==> config.mk <==
export PLATFORM = sky130hd
export DESIGN_NAME = pipelined_adder
export DESIGN_NICKNAME = d
export VERILOG_FILES = /design/src/rtl/pipelined_adder_pkg.sv /design/src/rtl/pipelined_adder_seg.sv /design/src/rtl/pipelined_adder.sv
export SDC_FILE = /design/constraint.sdc
export NUM_CORES = 1
export LEC_CHECK = 0
export CELL_PAD_IN_SITES_DETAIL_PLACEMENT = 1
export CELL_PAD_IN_SITES_GLOBAL_PLACEMENT = 1
export CORE_ASPECT_RATIO = 0.7
export CORE_MARGIN = 5
export CORE_UTILIZATION = 40
export CTS_CLUSTER_DIAMETER = 100
export DETAILED_ROUTE_END_ITERATION = 7
export PLACE_DENSITY_LB_ADDON = 0.1
export SKIP_LAST_GASP = 1
export SYNTH_ARGS = -nofsm -noshare
export SYNTH_HDL_FRONTEND = slang
export SYNTH_SLANG_ARGS = --single-unit
==> constraint.sdc <==
create_clock -name clk -period 15.85 [get_ports clk]
set_input_delay 3.17 -clock clk [delete_from_list [all_inputs] [get_ports clk]]
set_output_delay 3.17 -clock clk [all_outputs]
set_load 0.02 [all_outputs]
==> src/rtl/pipelined_adder_pkg.sv <==
// Shared helpers for the segmented pipelined adder: stage count and segment offsets.
package pipelined_adder_pkg;

  function automatic int num_stages(input int width, input int seg_width);
    return width / seg_width;
  endfunction

  function automatic int seg_lo(input int k, input int seg_width);
    return k * seg_width;
  endfunction

endpackage

==> src/rtl/pipelined_adder_seg.sv <==
// One registered SEG_WIDTH-bit slice of the carry chain, with valid and global advance enable.
module adder_seg
  import pipelined_adder_pkg::*;
#(
  parameter int SEG_WIDTH = 8
) (
  input  logic                 clk,
  input  logic                 rst,
  input  logic                 en_i,
  input  logic                 vld_i,
  input  logic [SEG_WIDTH-1:0] a_i,
  input  logic [SEG_WIDTH-1:0] b_i,
  input  logic                 c_i,
  output logic [SEG_WIDTH-1:0] sum_o,
  output logic                 c_o,
  output logic                 vld_o
);

  logic [SEG_WIDTH:0]   add_d;
  logic [SEG_WIDTH-1:0] sum_q;
  logic                 c_q;
  logic                 vld_q;

  assign add_d = {1'b0, a_i} + {1'b0, b_i} + {{SEG_WIDTH{1'b0}}, c_i};

  always_ff @(posedge clk or posedge rst) begin
    if (rst) begin
      vld_q <= 1'b0;
      sum_q <= '0;
      c_q   <= 1'b0;
    end else if (en_i) begin
      vld_q <= vld_i;
      sum_q <= add_d[SEG_WIDTH-1:0];
      c_q   <= add_d[SEG_WIDTH];
    end
  end

  assign sum_o = sum_q;
  assign c_o   = c_q;
  assign vld_o = vld_q;

endmodule

==> src/rtl/pipelined_adder.sv <==
// WIDTH-bit a+b+c_in with the carry chain cut into SEG_WIDTH-bit registered stages and a
// valid/ready handshake. Define PIPELINED_ADDER_OVF_EN to add the signed-overflow output ovf.
module pipelined_adder
  import pipelined_adder_pkg::*;
#(
  parameter int WIDTH     = 32,
  parameter int SEG_WIDTH = 8
) (
  input  logic             clk,
  input  logic             rst,
  input  logic             in_valid,
  output logic             in_ready,
  input  logic [WIDTH-1:0] a,
  input  logic [WIDTH-1:0] b,
  input  logic             c_in,
  output logic             out_valid,
  input  logic             out_ready,
  output logic [WIDTH-1:0] sum,
`ifdef PIPELINED_ADDER_OVF_EN
  output logic             c_out,
  output logic             ovf
`else
  output logic             c_out
`endif
);

  localparam int STAGES = num_stages(WIDTH, SEG_WIDTH);

  if (SEG_WIDTH < 1 || WIDTH < SEG_WIDTH || (WIDTH % SEG_WIDTH) != 0) begin : g_param_err
    $error("pipelined_adder: WIDTH must be a positive multiple of SEG_WIDTH");
  end

  logic en;

  // Global stall: the whole pipe advances only when the output slot is free or draining.
  assign en       = !out_valid || out_ready;
  assign in_ready = en;

  for (genvar k = 0; k < STAGES; k++) begin : g_stg
    localparam int LO_W  = seg_lo(k, SEG_WIDTH);
    localparam int SRC_W = WIDTH - LO_W;
    localparam int HI_W  = SRC_W - SEG_WIDTH;

    logic [SRC_W-1:0]          a_src;
    logic [SRC_W-1:0]          b_src;
    logic                      c_src;
    logic                      vld_src;
    logic [SEG_WIDTH-1:0]      seg_sum;
    logic                      c_seg;
    logic                      vld_seg;
    logic [LO_W+SEG_WIDTH-1:0] fin;

    if (k == 0) begin : g_head
      assign a_src   = a;
      assign b_src   = b;
      assign c_src   = c_in;
      assign vld_src = in_valid;
      assign fin     = seg_sum;
    end else begin : g_body
      logic [LO_W-1:0] done_q;

      assign a_src   = g_stg[k-1].g_hi.a_hi_q;
      assign b_src   = g_stg[k-1].g_hi.b_hi_q;
      assign c_src   = g_stg[k-1].c_seg;
      assign vld_src = g_stg[k-1].vld_seg;

      // Finished lower segments ride forward so they line up with this stage's result.
      always_ff @(posedge clk or posedge rst) begin
        if (rst) begin
          done_q <= '0;
        end else if (en) begin
          done_q <= g_stg[k-1].fin;
        end
      end

      assign fin = {seg_sum, done_q};
    end

    if (HI_W > 0) begin : g_hi
      logic [HI_W-1:0] a_hi_q;
      logic [HI_W-1:0] b_hi_q;

      always_ff @(posedge clk or posedge rst) begin
        if (rst) begin
          a_hi_q <= '0;
          b_hi_q <= '0;
        end else if (en) begin
          a_hi_q <= a_src[SRC_W-1:SEG_WIDTH];
          b_hi_q <= b_src[SRC_W-1:SEG_WIDTH];
        end
      end
    end

    adder_seg #(
      .SEG_WIDTH(SEG_WIDTH)
    ) u_seg (
      .clk  (clk),
      .rst  (rst),
      .en_i (en),
      .vld_i(vld_src),
      .a_i  (a_src[SEG_WIDTH-1:0]),
      .b_i  (b_src[SEG_WIDTH-1:0]),
      .c_i  (c_src),
      .sum_o(seg_sum),
      .c_o  (c_seg),
      .vld_o(vld_seg)
    );
  end

  assign sum       = g_stg[STAGES-1].fin;
  assign c_out     = g_stg[STAGES-1].c_seg;
  assign out_valid = g_stg[STAGES-1].vld_seg;

`ifdef PIPELINED_ADDER_OVF_EN
  logic a_msb_q;
  logic b_msb_q;

  // Operand MSBs are captured alongside the top segment so ovf stays aligned with sum.
  always_ff @(posedge clk or posedge rst) begin
    if (rst) begin
      a_msb_q <= 1'b0;
      b_msb_q <= 1'b0;
    end else if (en) begin
      a_msb_q <= g_stg[STAGES-1].a_src[SEG_WIDTH-1];
      b_msb_q <= g_stg[STAGES-1].b_src[SEG_WIDTH-1];
    end
  end

  assign ovf = (a_msb_q == b_msb_q) && (sum[WIDTH-1] != a_msb_q);
`endif

endmodule

**After elaboration in Yosys (flattened, before gate mapping)**

Index checks and enable logic that the tools add are counted.

- Register bits after elaboration: 184
- Bits of input ports: 69
- Word-level logic and storage cells: 31

- Add/subtract/negate cells: 8
- Reduce and logical (&&, ||, !) cells: 2

Operators by type and width:

| cell | number |
|---|---|
| $add 8x8->9 | 4 |
| $add 9x1->9 | 4 |
| $logic_not 1->1 | 1 |
| $logic_or 1x1->1 | 1 |

**Logic depth before layout (Yosys ltp)**

Gate-level depths: netlist (run 1).

- Depth after elaboration: 2
- Gate-level depth with buffers: 7
- Gate-level depth less buffers: 6

**Modules after synthesis**

Synthesis (run 1) repeated with hierarchy kept, for this count alone.

- Cell total of the unflattened synthesis: 608
- Area total of the unflattened synthesis: 8,608.3 um^2

By module, submodules not included:

| module | times used | cells each | area each (um^2) | sequential area each (um^2) |
|---|---|---|---|---|
| pipelined_adder | 1 | 306 | 5,550.3 | 3,603.5 |
| adder_seg at g_stg[0].u_seg ... | 2 | 75 | 764.5 | 250.2 |
| adder_seg at g_stg[2].u_seg | 1 | 77 | 769.5 | 250.2 |
| adder_seg at g_stg[1].u_seg | 1 | 75 | 759.5 | 250.2 |

**Least setup slack after synthesis (run 1)**

No wires, ideal clock.

- Kind: in2out
- Start point: input out_ready
- End point: output in_ready
- Arrival: 3.729 ns
- Data required time: 12.680 ns
- Path slack: 8.951 ns
- Cell stages on the path: 4
- Buffers on the path: 2
- Cell sequence: nor2b_4 > inv_1 > buf_2 > buf_2

- Word-level cells in the longest chain between the ends: 1

RTL lines:

| element | line | text |
|---|---|---|
| start: declaration | pipelined_adder.sv:17 | `input logic out_ready,` |
| $logic_or 1x1->1 | pipelined_adder.sv:36 | `assign en = !out_valid \|\| out_ready;` |
| end: declaration | pipelined_adder.sv:12 | `output logic in_ready,` |

Every way passes these cells.

**Worst setup path in the final report (run 1)**

Same ends and word-level chain as after synthesis.

==> results_tabular.tex, run 1 <==
\begin{tabular}{lr}
\hline
Metric & Value \\
\hline
\multicolumn{2}{l}{\textbf{Outcome}} \\
Run status & completed \\
\multicolumn{2}{l}{\textbf{CTS}} \\
Resized Gates After CTS & 0 \\
Max Root-Sink Buffers & 2 \\
Inserted Clock Buffers & 17 \\
Clock Pin Slew Worst Setup and Hold Paths & around 0.06 ns \\
Buffer count from post-CTS setup fixing & 0 \\
Hold Buf Count CTS & 0 \\
Clock tree from TritonCTS & done \\
Root buffer cell & clkbuf\_16 \\
Latest clock arrival within the worst-skew pair & 0.43 ns \\
H-tree Lvls & 4 \\
Num Clock Sinks & 184 \\
\multicolumn{2}{l}{\textbf{Timing}} \\
Post-route fraction of the period consumed by the critical path & 55.1\% \\
Final Hold Slack & between 0.4 and 0.5 ns \\
Total negative slack for setup checks & 0 ns \\
Final setup slack of the worst path & 7.12 ns \\
Worst setup skew after layout & 0.0100 ns \\
RSZ-0062 raised after global routing & false \\
Minimum period implied by the final worst setup slack & 8.73 ns \\
Max frequency & approximately 110 MHz \\
Slew @ Worst Pin & 0.898 ns \\
Worst slew margin & 40.1\% \\
Final Hold Violating Endpoints & 0 \\
Final-report setup violation count & 0 \\
Max-slew violations & 0 \\
\multicolumn{2}{l}{\textbf{GRT}} \\
Wire length of the first global-routing pass & 31,200 um \\
Maximum number of pins on one net before global-route repair & just over 200 \\
Via count of the first global-routing pass & 6,486 \\
Total routing usage reported by global routing & 15.9\% \\
Residual overflow from global routing & 0 \\
Number of antenna violations at the first check in global routing & 0 \\
\multicolumn{2}{l}{\textbf{Die}} \\
Site row count & 44 \\
Effective utilization at floorplan & between 40\% and 50\% \\
Overall die area & approximately 24,000 sq um \\
Vertical die dimension & 130 um \\
Die span in x & 182 um \\
Core area & 20,500 sq um \\
Count of boundary I/O pins & 104 \\
\multicolumn{2}{l}{\textbf{Setup path}} \\
Register-to-Register Setup Slack & approximately 13 ns \\
Worst r2r path cells & 6 \\
Crit. End Element & primary output \\
Category of the worst setup path launch point & primary input \\
Maximum fanout count along the critical path & 203 \\
Path type of the worst setup path & primary input to primary output \\
R2R Path End & g\_stg[0].u\_seg.c\_o \\
Launching element of the worst setup path & out\_ready \\
Required time reported for the critical path endpoint & 12.68 ns \\
Arrival time of data at the critical path endpoint & 5.56 ns \\
Launch point of the worst reg-to-reg path & g\_stg[3].u\_seg.vld\_o \\
Critical Path Sink & in\_ready \\
\multicolumn{2}{l}{\textbf{Flow run}} \\
MaxCap Viol Count & 0 \\
\multicolumn{2}{l}{\textbf{Place}} \\
Placement Setup Slack & 7.02 ns \\
Placed wire-length estimate after detailed placement & 11,400 um \\
RD Place Congestion & 0.784 \\
Number of buffers inserted by port buffering & 103 \\
\multicolumn{2}{l}{\textbf{Routing}} \\
Detailed-route wire length & 17,800 um \\
Top Metal Used & met4 \\
First DRT Iteration DRCs & 324 \\
Residual DRC count & 0 \\
Number of nets still failing antenna checks after routing & 0 \\
Routed wire length per instance & $\sim$14 um \\
Wl on met1 & 9000 um \\
Initial DRT Pass Iterations & 6 \\
Met2 wire len & 8100 um \\
Total vias in the final route & 6,166 \\
Sum of met3 wire segment lengths after detailed routing & 567 um \\
Post-DR vias/cell & 4.79 \\
\multicolumn{2}{l}{\textbf{Final layout}} \\
Synth-to-layout area growth & 21.1\% \\
Ratio of cells with drive above 1 in the final layout & under 10\% \\
Filler cell count & 2,409 \\
Share of the core filled with cells & 48.7\% \\
Layout Nets & 1,103 \\
Antenna diode count & 0 \\
\multicolumn{2}{l}{\textbf{Synth}} \\
Post-synth EDFFs & 0 \\
Post-synthesis sequential element count & 184 \\
Top flip-flop cell by instance count after synthesis & dfrtp\_1 \\
Number of distinct library cell variants in the gate-level netlist after synthesis & 42 \\
Ys async rst share & 100\% \\
Number of nets in the synthesized netlist & 1,020 \\
Synth warnings & 0 \\
Fraction of the yosys area taken by sequential cells & 55.8\% \\
Avg Cell Area, Syn & $\sim$9 sq um \\
Area of the mapped netlist & 8250 sq um \\
Synthesized netlist cell count & 915 \\
\multicolumn{2}{l}{\textbf{Pwr}} \\
Power, Total & around 2000 uW \\
Power per Cell Area & 198 nW/um\^{}2 \\
Worst supply voltage drop on vdd & 0.0824 mV \\
Lkg Pwr & 0.00496 uW \\
\multicolumn{2}{l}{\textbf{Worst hold path}} \\
Tightest Hold Check Type & register to register \\
\hline
\end{tabular}
[worst min-delay path by stage]
stage                               start                         end  slack [ns]  depth (start not counted)
2_1_floorplan        g_stg[2].u_seg.vld_o        g_stg[2].u_seg.vld_o        0.43                          2
3_3_place_gp         g_stg[2].u_seg.vld_o        g_stg[2].u_seg.vld_o        0.45                          2
3_5_place_dp   g_stg[3].g_body.done_q[11]  g_stg[3].g_body.done_q[11]        0.46                          2
4_1_cts              g_stg[1].u_seg.vld_o        g_stg[1].u_seg.vld_o        0.47                          2
5_1_grt           g_stg[0].g_hi.b_hi_q[9]     g_stg[0].g_hi.b_hi_q[9]        0.49                          2
6_report        g_stg[2].g_body.done_q[8]   g_stg[2].g_body.done_q[8]        0.46                          2
[cell type report]
class | instances | area, sq um | area share (%)
Clock buffer | 18 | 439 | 4.39
Clock inverter | 13 | 124 | 1.24
Inverter | 18 | 80.1 | 0.801
Multi-Input combinational cell | 671 | 3340 | 33.4
Sequential cell | 184 | 4600 | 46.1
Tap cell | 276 | 345 | 3.46
Timing Repair Buffer | 106 | 1070 | 10.7
[power breakdown]
part,switching (uW),leakage (uW),internal [uW]
logic,449,0.00247,335
registers,119,0.00222,673
clock network,186,0.000269,221
total,754,0.00496,1230
[logic make-up (layout without fill, tap and decap cells)]
family,after synthesis,after routing,share of synthesized area (%)
and+or+nand+nor,530,530,25.2
DFF,184,184,55.8
AOI/OAI and AO/OA,95,95,7.93
buffers and inverters,60,155,3.78
adders and majority gates,36,36,6.19
xor gates and xnor gates,10,10,1.06
[registers in the layout, summed over array words and instances, names as in the netlist]
| signal | count |
|---|---|
| g_stg.g_body.done_q | 48 |
| g_stg.g_hi.a_hi_q | 48 |
| g_stg.g_hi.b_hi_q | 48 |
| g_stg.u_seg.c_o | 4 |
| g_stg.u_seg.sum_o | 32 |
| g_stg.u_seg.vld_o | 4 |
[worst max-delay path, stage by stage]
cell	delay, ns
clkdlybuf4s50_1	0.44
nor2b_4	0.14
buf_12	0.60
inv_6	0.48
clkdlybuf4s50_1	0.68
[per-layer routing]
layer  vias to the layer above  GRT usage (%)
met5                         -              0
met2                        77           25.2
met1                      2966           22.4
li1                       3108              -
met4                         0           4.23
met3                        15           3.62
[cell usage after synthesis, types with 3 or more instances]
master | count | area share, %
o21ai_1 | 8 | 0.49
o21ai_0 | 18 | 1.1
nor3_1 | 7 | 0.42
a211oi_2 | 3 | 0.45
a211oi_1 | 8 | 0.73
nor2_1 | 12 | 0.55
a21o_1 | 4 | 0.36
a2111oi_0 | 3 | 0.32
buf_2 | 24 | 1.5
a221o_1 | 3 | 0.36
dfrtp_1 | 184 | 56
nand2b_1 | 4 | 0.30
o31ai_1 | 3 | 0.27
nand4_1 | 4 | 0.30
o211a_1 | 4 | 0.49
nand2_1 | 485 | 22
inv_1 | 18 | 0.82
buf_4 | 13 | 1.2
a211o_1 | 3 | 0.32
o211ai_1 | 8 | 0.73
nand3b_1 | 3 | 0.27
a21oi_1 | 17 | 1.0
nor4_1 | 3 | 0.23
xnor2_1 | 10 | 1.1
o21a_1 | 5 | 0.45
ha_1 | 28 | 4.2
nor3b_1 | 6 | 0.55
fa_1 | 8 | 1.9
[cells in the final DEF (no fill, tap or decap), drive strengths merged, types with 3 or more instances in the layout]
cell type	n
o211a	4
a211oi	11
xnor2	10
clkinvlp	3
clkbuf	18
nor4	3
a21o	4
nor3	7
inv	20
o31ai	3
clkinv	7
nor2	12
o21ai	26
nand4	4
a221o	3
o211ai	8
a21oi	17
nand2	485
a211o	3
dfrtp	184
nor3b	6
clkdlybuf4s50	103
nand2b	4
ha	28
o21a	5
a2111oi	3
buf	3
fa	8
nand3b	3
[per-stage QoR]
stage	instance area, sq um	cells
2_1_floorplan	8250	915
3_3_place_gp	9430	1255
3_5_place_dp	9430	1255
4_1_cts	9990	1286
5_1_grt	9990	1286
6_report	9990	1286
(Power assumes the default switching activity.)
==> run 2, diff against run 1 <==
clock period = 9.1 ns   (was 15.85 ns; I/O delays follow)
==> run 2 against run 1 <==
Effect of this change: critical path depth unchanged; sequential power grew 74%; non-clock buffer count up 2; die area did not move; worst setup slack got worse by 4.0 ns; core utilization is 0.079 points higher; clock skew down 0.0020 ns; clock-buffer cell count grew 1; register-to-register slack got worse by 6.8 ns; sequential share of layout area shrank 0.075 points; largest power group unchanged.
==> results_tabular.tex, run 2 (synthesized netlist as in run 1, its figures left out) <==
\begin{tabular}{lr}
\hline
Metric & Value \\
\hline
\multicolumn{2}{l}{\textbf{CTS}} \\
Hold Buf Count CTS & 0 (unchanged) \\
Clock tree from TritonCTS & done (unchanged) \\
Resized Gates After CTS & 0 (unchanged) \\
Buffer count from post-CTS setup fixing & 0 (unchanged) \\
Inserted Clock Buffers & 17 (unchanged) \\
Max Root-Sink Buffers & 2 (unchanged) \\
Clock Pin Slew Worst Setup and Hold Paths & 0.07 ns (was 0.06 ns) \\
Latest clock arrival within the worst-skew pair & 0.42 ns (was 0.43 ns) \\
Root buffer cell & clkbuf\_16 (unchanged) \\
H-tree Lvls & 4 (unchanged) \\
Num Clock Sinks & 184 (unchanged) \\
\multicolumn{2}{l}{\textbf{Final layout}} \\
Antenna diode count & 0 (unchanged) \\
Most common cell after layout, fill and taps aside & nand2\_1 (unchanged) \\
Layout Nets & 1,105 (was 1,103) \\
Leading cell types in the layout, fill and taps excluded & nand2\_1 (485), dfrtp\_1 (184), clkdlybuf4s50\_1 (103), ha\_1 (28), o21ai\_0 (18) (unchanged) \\
Filler cell count & 2,351 (was 2,409) \\
Ratio of cells with drive above 1 in the final layout & 4.05\% (was 3.96\%) \\
Sequential cell area & 4600 sq um (unchanged) \\
Synth-to-layout area growth & 21.3\% (was 21.1\%) \\
Multi-input combinational cell area & 3340 sq um (unchanged) \\
Largest registers in the final layout & g\_stg.g\_hi.a\_hi\_q x48, g\_stg.g\_hi.b\_hi\_q x48, g\_stg.g\_body.done\_q x48 (unchanged) \\
\multicolumn{2}{l}{\textbf{Timing}} \\
RSZ-0062 raised after global routing & false (unchanged) \\
Worst slew margin & 42.7\% (was 40.1\%) \\
Max frequency & 167 MHz \\
Worst setup skew after layout & 0.00804 ns (was 0.0100 ns) \\
Final Hold Violating Endpoints & 0 (unchanged) \\
Final-report setup violation count & 0 (unchanged) \\
Max-slew violations & 0 (unchanged) \\
Slew @ Worst Pin & 0.859 ns (was 0.898 ns) \\
Post-route fraction of the period consumed by the critical path & between 60 and 70\% \\
Final Hold Slack & 0.465 ns (was 0.464 ns) \\
Minimum period implied by the final worst setup slack & approximately 6.0 ns \\
Total negative slack for setup checks & 0 ns (unchanged) \\
\multicolumn{2}{l}{\textbf{Worst hold path}} \\
Tightest Hold Check Type & register to register (unchanged) \\
Critical hold path startpoint & g\_stg[0].g\_hi.b\_hi\_q[8] (was g\_stg[2].g\_body.done\_q[8]) \\
Min-Delay Endpoint & g\_stg[0].g\_hi.b\_hi\_q[8] (was g\_stg[2].g\_body.done\_q[8]) \\
Hold-critical path depth & 2 (unchanged) \\
\multicolumn{2}{l}{\textbf{Routing}} \\
Total vias in the final route & 6,161 (was 6,166) \\
Number of nets still failing antenna checks after routing & 0 (unchanged) \\
Post-DR vias/cell & 4.78 (was 4.79) \\
Residual DRC count & 0 (unchanged) \\
Detailed-route wire length & 18,100 um (was 17,800 um) \\
Routed wire length per instance & 14.0 um (was 13.9 um) \\
Initial DRT Pass Iterations & 4 (was 6) \\
First DRT Iteration DRCs & 342 (was 324) \\
\multicolumn{2}{l}{\textbf{Die}} \\
Count of boundary I/O pins & 104 (unchanged) \\
Site row count & 44 (unchanged) \\
Vertical die dimension & 130 um (unchanged) \\
Core area & 20,500 sq um (unchanged) \\
Die span in x & 182 um (unchanged) \\
Overall die area & 23,600 sq um (unchanged) \\
Effective utilization at floorplan & 40.2\% (unchanged) \\
\multicolumn{2}{l}{\textbf{Setup path}} \\
Register-to-Register Setup Slack & 6.24 ns (was 13.01 ns) \\
Required time reported for the critical path endpoint & 7.28 ns (was 12.68 ns) \\
Category of the worst setup path launch point & primary input (unchanged) \\
Maximum fanout count along the critical path & 117 (was 203) \\
Arrival time of data at the critical path endpoint & 4.18 ns (was 5.56 ns) \\
R2R Path End & g\_stg[1].u\_seg.c\_o (was g\_stg[0].u\_seg.c\_o) \\
Path type of the worst setup path & primary input to primary output (unchanged) \\
Launch point of the worst reg-to-reg path & g\_stg[3].u\_seg.vld\_o (unchanged) \\
Worst r2r path cells & 7 (was 6) \\
Crit. End Element & primary output (unchanged) \\
\multicolumn{2}{l}{\textbf{Flow run}} \\
MaxCap Viol Count & 0 (unchanged) \\
\multicolumn{2}{l}{\textbf{GRT}} \\
Maximum number of pins on one net before global-route repair & 121 (was 204) \\
Residual overflow from global routing & 0 (unchanged) \\
Wire length of the first global-routing pass & 31,600 um (was 31,200 um) \\
Via count of the first global-routing pass & 6,517 (was 6,486) \\
Total routing usage reported by global routing & 16.1\% (was 15.9\%) \\
Number of antenna violations at the first check in global routing & 0 (unchanged) \\
\multicolumn{2}{l}{\textbf{Pwr}} \\
Power per Cell Area & 348 nW/um\^{}2 (was 198 nW/um\^{}2) \\
Lkg Pwr & 0.00497 uW (was 0.00496 uW) \\
Worst supply voltage drop on vdd & 0.152 mV (was 0.0824 mV) \\
\multicolumn{2}{l}{\textbf{Place}} \\
Placed wire-length estimate after detailed placement & 11,700 um (was 11,400 um) \\
RD Place Congestion & 0.777 (was 0.784) \\
Number of buffers inserted by port buffering & 103 (unchanged) \\
\multicolumn{2}{l}{\textbf{Outcome}} \\
Run status & completed (unchanged) \\
\hline
\end{tabular}
==> run 2: area by class of cell <==
cell class / instances / share of cell area (%)
clock buffer: 19 / 4.32
sequential: 184 / 46.0
timing repair buffer: 108 / 10.7
tap: 276 / 3.45
inverter: 18 / 0.800
multi-input combinational: 671 / 33.3
clock inverter: 13 / 1.44
==> run 2: stage by stage <==
step | instances | setup slack [ns] | instance area (sq um) | utilization (%) | power, uW
after floorplan | 915 | 2.28 | 8250 | - | 2340
after global placement | 1257 | 3.03 | 9430 | 45.9 | 2730
after detailed placement | 1257 | 3.01 | 9430 | 45.9 | 2780
after CTS | 1289 | 3.02 | 10000 | 48.8 | 3550
after global routing | 1289 | 2.89 | 10000 | 48.8 | 3790
final | 1289 | 3.10 | 10000 | 48.8 | 3480
==> run 2: worst max-delay path by stage <==
| stage | cells past startpoint | to | slack (ns) | from |
|---|---|---|---|---|
| after global placement | 5 | in_ready | 3.03 | out_ready |
| after floorplan | 1 | g_stg[0].g_hi.a_hi_q[0] | 2.28 | rst |
| final | 5 | in_ready | 3.10 | out_ready |
| after detailed placement | 5 | in_ready | 3.01 | out_ready |
| after CTS | 5 | in_ready | 3.02 | out_ready |
| after global routing | 5 | in_ready | 2.89 | out_ready |
==> run 2: report_power, final <==
group	switching [uW]	internal [uW]	total (uW)
registers	208	1170	1380
logic	783	583	1370
clock network	329	408	737
total	1320	2160	3480
==> run 2: metal layers <==
layer | vias up | GRT usage (%) | share of wire (%)
met5 | - | 0 | 0
met1 | 2958 | 22.6 | 51
met2 | 84 | 25.9 | 45
li1 | 3106 | - | -
met4 | 0 | 3.44 | 0.71
met3 | 13 | 3.65 | 3.6
==> run 2: worst max-delay path, stage by stage <==
cell             delay, ns
clkdlybuf4s50_1       0.50
nor2b_4               0.04
buf_4                 0.35
inv_6                 0.70
clkdlybuf4s50_1       0.75
==> run 3, diff against run 2 <==
clock period = 5.92 ns   (was 9.1 ns; I/O delays follow)
==> run 3 against run 2 <==
Effect of this change: first-iteration DRC count increased by 8.2%; largest cell class unchanged; critical path type unchanged; via count increased by 0.57%; largest power group unchanged; clock-buffer cell count increased by 1.
==> results_tabular.tex, run 3 (synthesized netlist as in run 1, its figures left out) <==
\begin{tabular}{lr}
\hline
Metric & Value \\
\hline
\multicolumn{2}{l}{\textbf{Die}} \\
Die span in x & 182 um (unchanged) \\
Site row count & 44 (unchanged) \\
Count of boundary I/O pins & 104 (unchanged) \\
Vertical die dimension & 130 um (unchanged) \\
Effective utilization at floorplan & 40.2\% (unchanged) \\
Core area & 20,500 sq um (unchanged) \\
Overall die area & 23,600 sq um (unchanged) \\
\multicolumn{2}{l}{\textbf{Final layout}} \\
Largest registers in the final layout & g\_stg.g\_hi.a\_hi\_q x48, g\_stg.g\_hi.b\_hi\_q x48, g\_stg.g\_body.done\_q x48 (unchanged) \\
Most common cell after layout, fill and taps aside & nand2\_1 (unchanged) \\
Layout Nets & 1,105 (unchanged) \\
Synth-to-layout area growth & 21.7\% (was 21.3\%) \\
Antenna diode count & 0 (unchanged) \\
Filler cell count & 2,386 (was 2,351) \\
Cell area after layout & 10,000 sq um (about the same) \\
Share of the core filled with cells & 48.9\% (was 48.8\%) \\
Ratio of cells with drive above 1 in the final layout & 4.05\% (unchanged) \\
Leading cell types in the layout, fill and taps excluded & nand2\_1 (485), dfrtp\_1 (184), clkdlybuf4s50\_1 (103), ha\_1 (28), o21ai\_0 (18) (unchanged) \\
\multicolumn{2}{l}{\textbf{Pwr}} \\
Switching share of total power & 37.7\% (was 37.9\%) \\
Power, Total & 5360 uW (was 3480 uW) \\
Combinational share of power & 39.1\% (was 39.2\%) \\
Power per Cell Area & 534 nW/um\^{}2 (was 348 nW/um\^{}2) \\
Worst supply voltage drop on vdd & 0.221 mV (was 0.152 mV) \\
Sequential power share & 39.6\% (about the same) \\
Pint & 3340 uW (was 2160 uW) \\
Switching Power & 2020 uW (was 1320 uW) \\
Part of the power in the clock network & 21.3\% (was 21.2\%) \\
Lkg Pwr & 0.00497 uW (about the same) \\
\multicolumn{2}{l}{\textbf{GRT}} \\
Total routing usage reported by global routing & 16.0\% (was 16.1\%) \\
Number of antenna violations at the first check in global routing & 0 (unchanged) \\
Residual overflow from global routing & 0 (unchanged) \\
Wire length of the first global-routing pass & 31,100 um (was 31,600 um) \\
Maximum number of pins on one net before global-route repair & 203 (was 121) \\
Via count of the first global-routing pass & 6,255 (was 6,517) \\
\multicolumn{2}{l}{\textbf{Place}} \\
RD Place Congestion & 0.744 (was 0.777) \\
Placed wire-length estimate after detailed placement & 11,600 um (was 11,700 um) \\
Standard cell area after detailed placement & 9460 sq um (was 9430 sq um) \\
Number of buffers inserted by port buffering & 103 (unchanged) \\
\multicolumn{2}{l}{\textbf{Timing}} \\
Max frequency & around 250 MHz \\
Slew @ Worst Pin & 0.923 ns (was 0.859 ns) \\
RSZ-0062 raised after global routing & false (unchanged) \\
Worst setup skew after layout & 0.00817 ns (was 0.00804 ns) \\
Final Hold Violating Endpoints & 0 (unchanged) \\
Post-route fraction of the period consumed by the critical path & 68.1\% \\
Final Hold Slack & 0.465 ns (about the same) \\
Minimum period implied by the final worst setup slack & 4.03 ns \\
Total negative slack for setup checks & 0 ns (unchanged) \\
Max-slew violations & 0 (unchanged) \\
Worst slew margin & 38.5\% (was 42.7\%) \\
Final-report setup violation count & 0 (unchanged) \\
\multicolumn{2}{l}{\textbf{Routing}} \\
Number of nets still failing antenna checks after routing & 0 (unchanged) \\
Residual DRC count & 0 (unchanged) \\
First DRT Iteration DRCs & 370 (was 342) \\
Routed wire length per instance & 14.0 um (about the same) \\
Post-DR vias/cell & 4.81 (was 4.78) \\
Total vias in the final route & 6,196 (was 6,161) \\
Detailed-route wire length & 18,000 um (was 18,100 um) \\
Initial DRT Pass Iterations & 4 (unchanged) \\
\multicolumn{2}{l}{\textbf{Setup path}} \\
CP Cell Sequence & clkdlybuf4s50\_1, nor2b\_4, inv\_6, clkdlybuf4s50\_1 (was clkdlybuf4s50\_1, nor2b\_4, buf\_4, inv\_6, clkdlybuf4s50\_1) \\
Cell family with the largest share of critical-path delay & buffers and inverters (unchanged) \\
Path type of the worst setup path & primary input to primary output (unchanged) \\
Stage delay of the slowest cell on the critical path & 0.70 ns (was 0.75 ns) \\
Master of the slowest instance on the critical path & clkdlybuf4s50\_1 (unchanged) \\
Arrival time of data at the critical path endpoint & 2.85 ns (was 4.18 ns) \\
Required time reported for the critical path endpoint & 4.74 ns (was 7.28 ns) \\
Crit. End Element & primary output (unchanged) \\
Buffers \& Inverters on Critical Path & 3 (was 4) \\
Category of the worst setup path launch point & primary input (unchanged) \\
Most used cell along the critical path & clkdlybuf4s50\_1 (unchanged) \\
Maximum fanout count along the critical path & 72 (was 117) \\
\multicolumn{2}{l}{\textbf{CTS}} \\
Hold Buf Count CTS & 0 (unchanged) \\
Num Clock Sinks & 184 (unchanged) \\
H-tree Lvls & 4 (unchanged) \\
Root buffer cell & clkbuf\_16 (unchanged) \\
Clock Pin Slew Worst Setup and Hold Paths & 0.06 ns (was 0.07 ns) \\
Inserted Clock Buffers & 17 (unchanged) \\
Max Root-Sink Buffers & 2 (unchanged) \\
Resized Gates After CTS & 0 (unchanged) \\
Clock tree from TritonCTS & done (unchanged) \\
Buffer count from post-CTS setup fixing & 0 (unchanged) \\
Latest clock arrival within the worst-skew pair & 0.43 ns (was 0.42 ns) \\
\multicolumn{2}{l}{\textbf{Flow run}} \\
MaxCap Viol Count & 0 (unchanged) \\
\multicolumn{2}{l}{\textbf{Outcome}} \\
Run status & completed (unchanged) \\
\multicolumn{2}{l}{\textbf{Worst hold path}} \\
Tightest Hold Check Type & register to register (unchanged) \\
\hline
\end{tabular}
run 3: area by class of cell:
type	instances	area [sq um]	area share (%)
Clock buffer	20	447	4.45
Timing Repair Buffer	108	1090	10.9
Clock inverter	12	143	1.42
Inverter	18	76.3	0.760
Multi-Input combinational cell	671	3340	33.2
Sequential cell	184	4600	45.8
Tap cell	276	345	3.44
run 3: tightest hold or removal path, delay by kind of cell (launching register included):
kind / cells / cell delay [ns]
DFF: 1 / 0.34
and+or+nand+nor: 2 / 0.10
run 3: per-stage QoR:
step                      worst slack, ns  instances
final                                1.89       1289
after global routing                 1.80       1289
after CTS                            1.84       1289
after detailed placement             1.84       1257
after global placement               1.86       1257
after floorplan                      2.37        915
run 3: path summary, 6_finish.rpt:
check,to,slack (ns),cells past startpoint,from
setup / recovery,in_ready,1.89,4,out_ready
hold / removal,g_stg[0].g_hi.b_hi_q[22],0.47,2,g_stg[0].g_hi.b_hi_q[22]
setup reg to reg,g_stg[0].u_seg.c_o,3.24,6,g_stg[3].u_seg.vld_o
hold reg to reg,g_stg[0].g_hi.b_hi_q[22],0.47,2,g_stg[0].g_hi.b_hi_q[22]
max in group asynchronous,g_stg[2].g_hi.a_hi_q[4],3.59,3,rst
min in group asynchronous,g_stg[0].g_hi.a_hi_q[3],1.28,2,rst
run 3: power by group through the flow:
| stage | clock network (uW) | logic [uW] | registers, uW |
|---|---|---|---|
| detailed placement | 0 | 2130 | 2150 |
| floorplan | 0 | 1410 | 2200 |
| global route | 1240 | 2390 | 2200 |
| finish | 1140 | 2100 | 2120 |
| CTS | 1180 | 2150 | 2130 |
| global placement | 0 | 2070 | 2130 |
run 3: routing by layer:
layer / up-vias / part of all wire, % / GRT usage [%]
li1: 3111 / - / -
met1: 2983 / 50 / 23.0
met2: 81 / 45 / 24.1
met3: 21 / 3.5 / 3.96
met4: 0 / 1.5 / 5.25
met5: - / 0 / 0
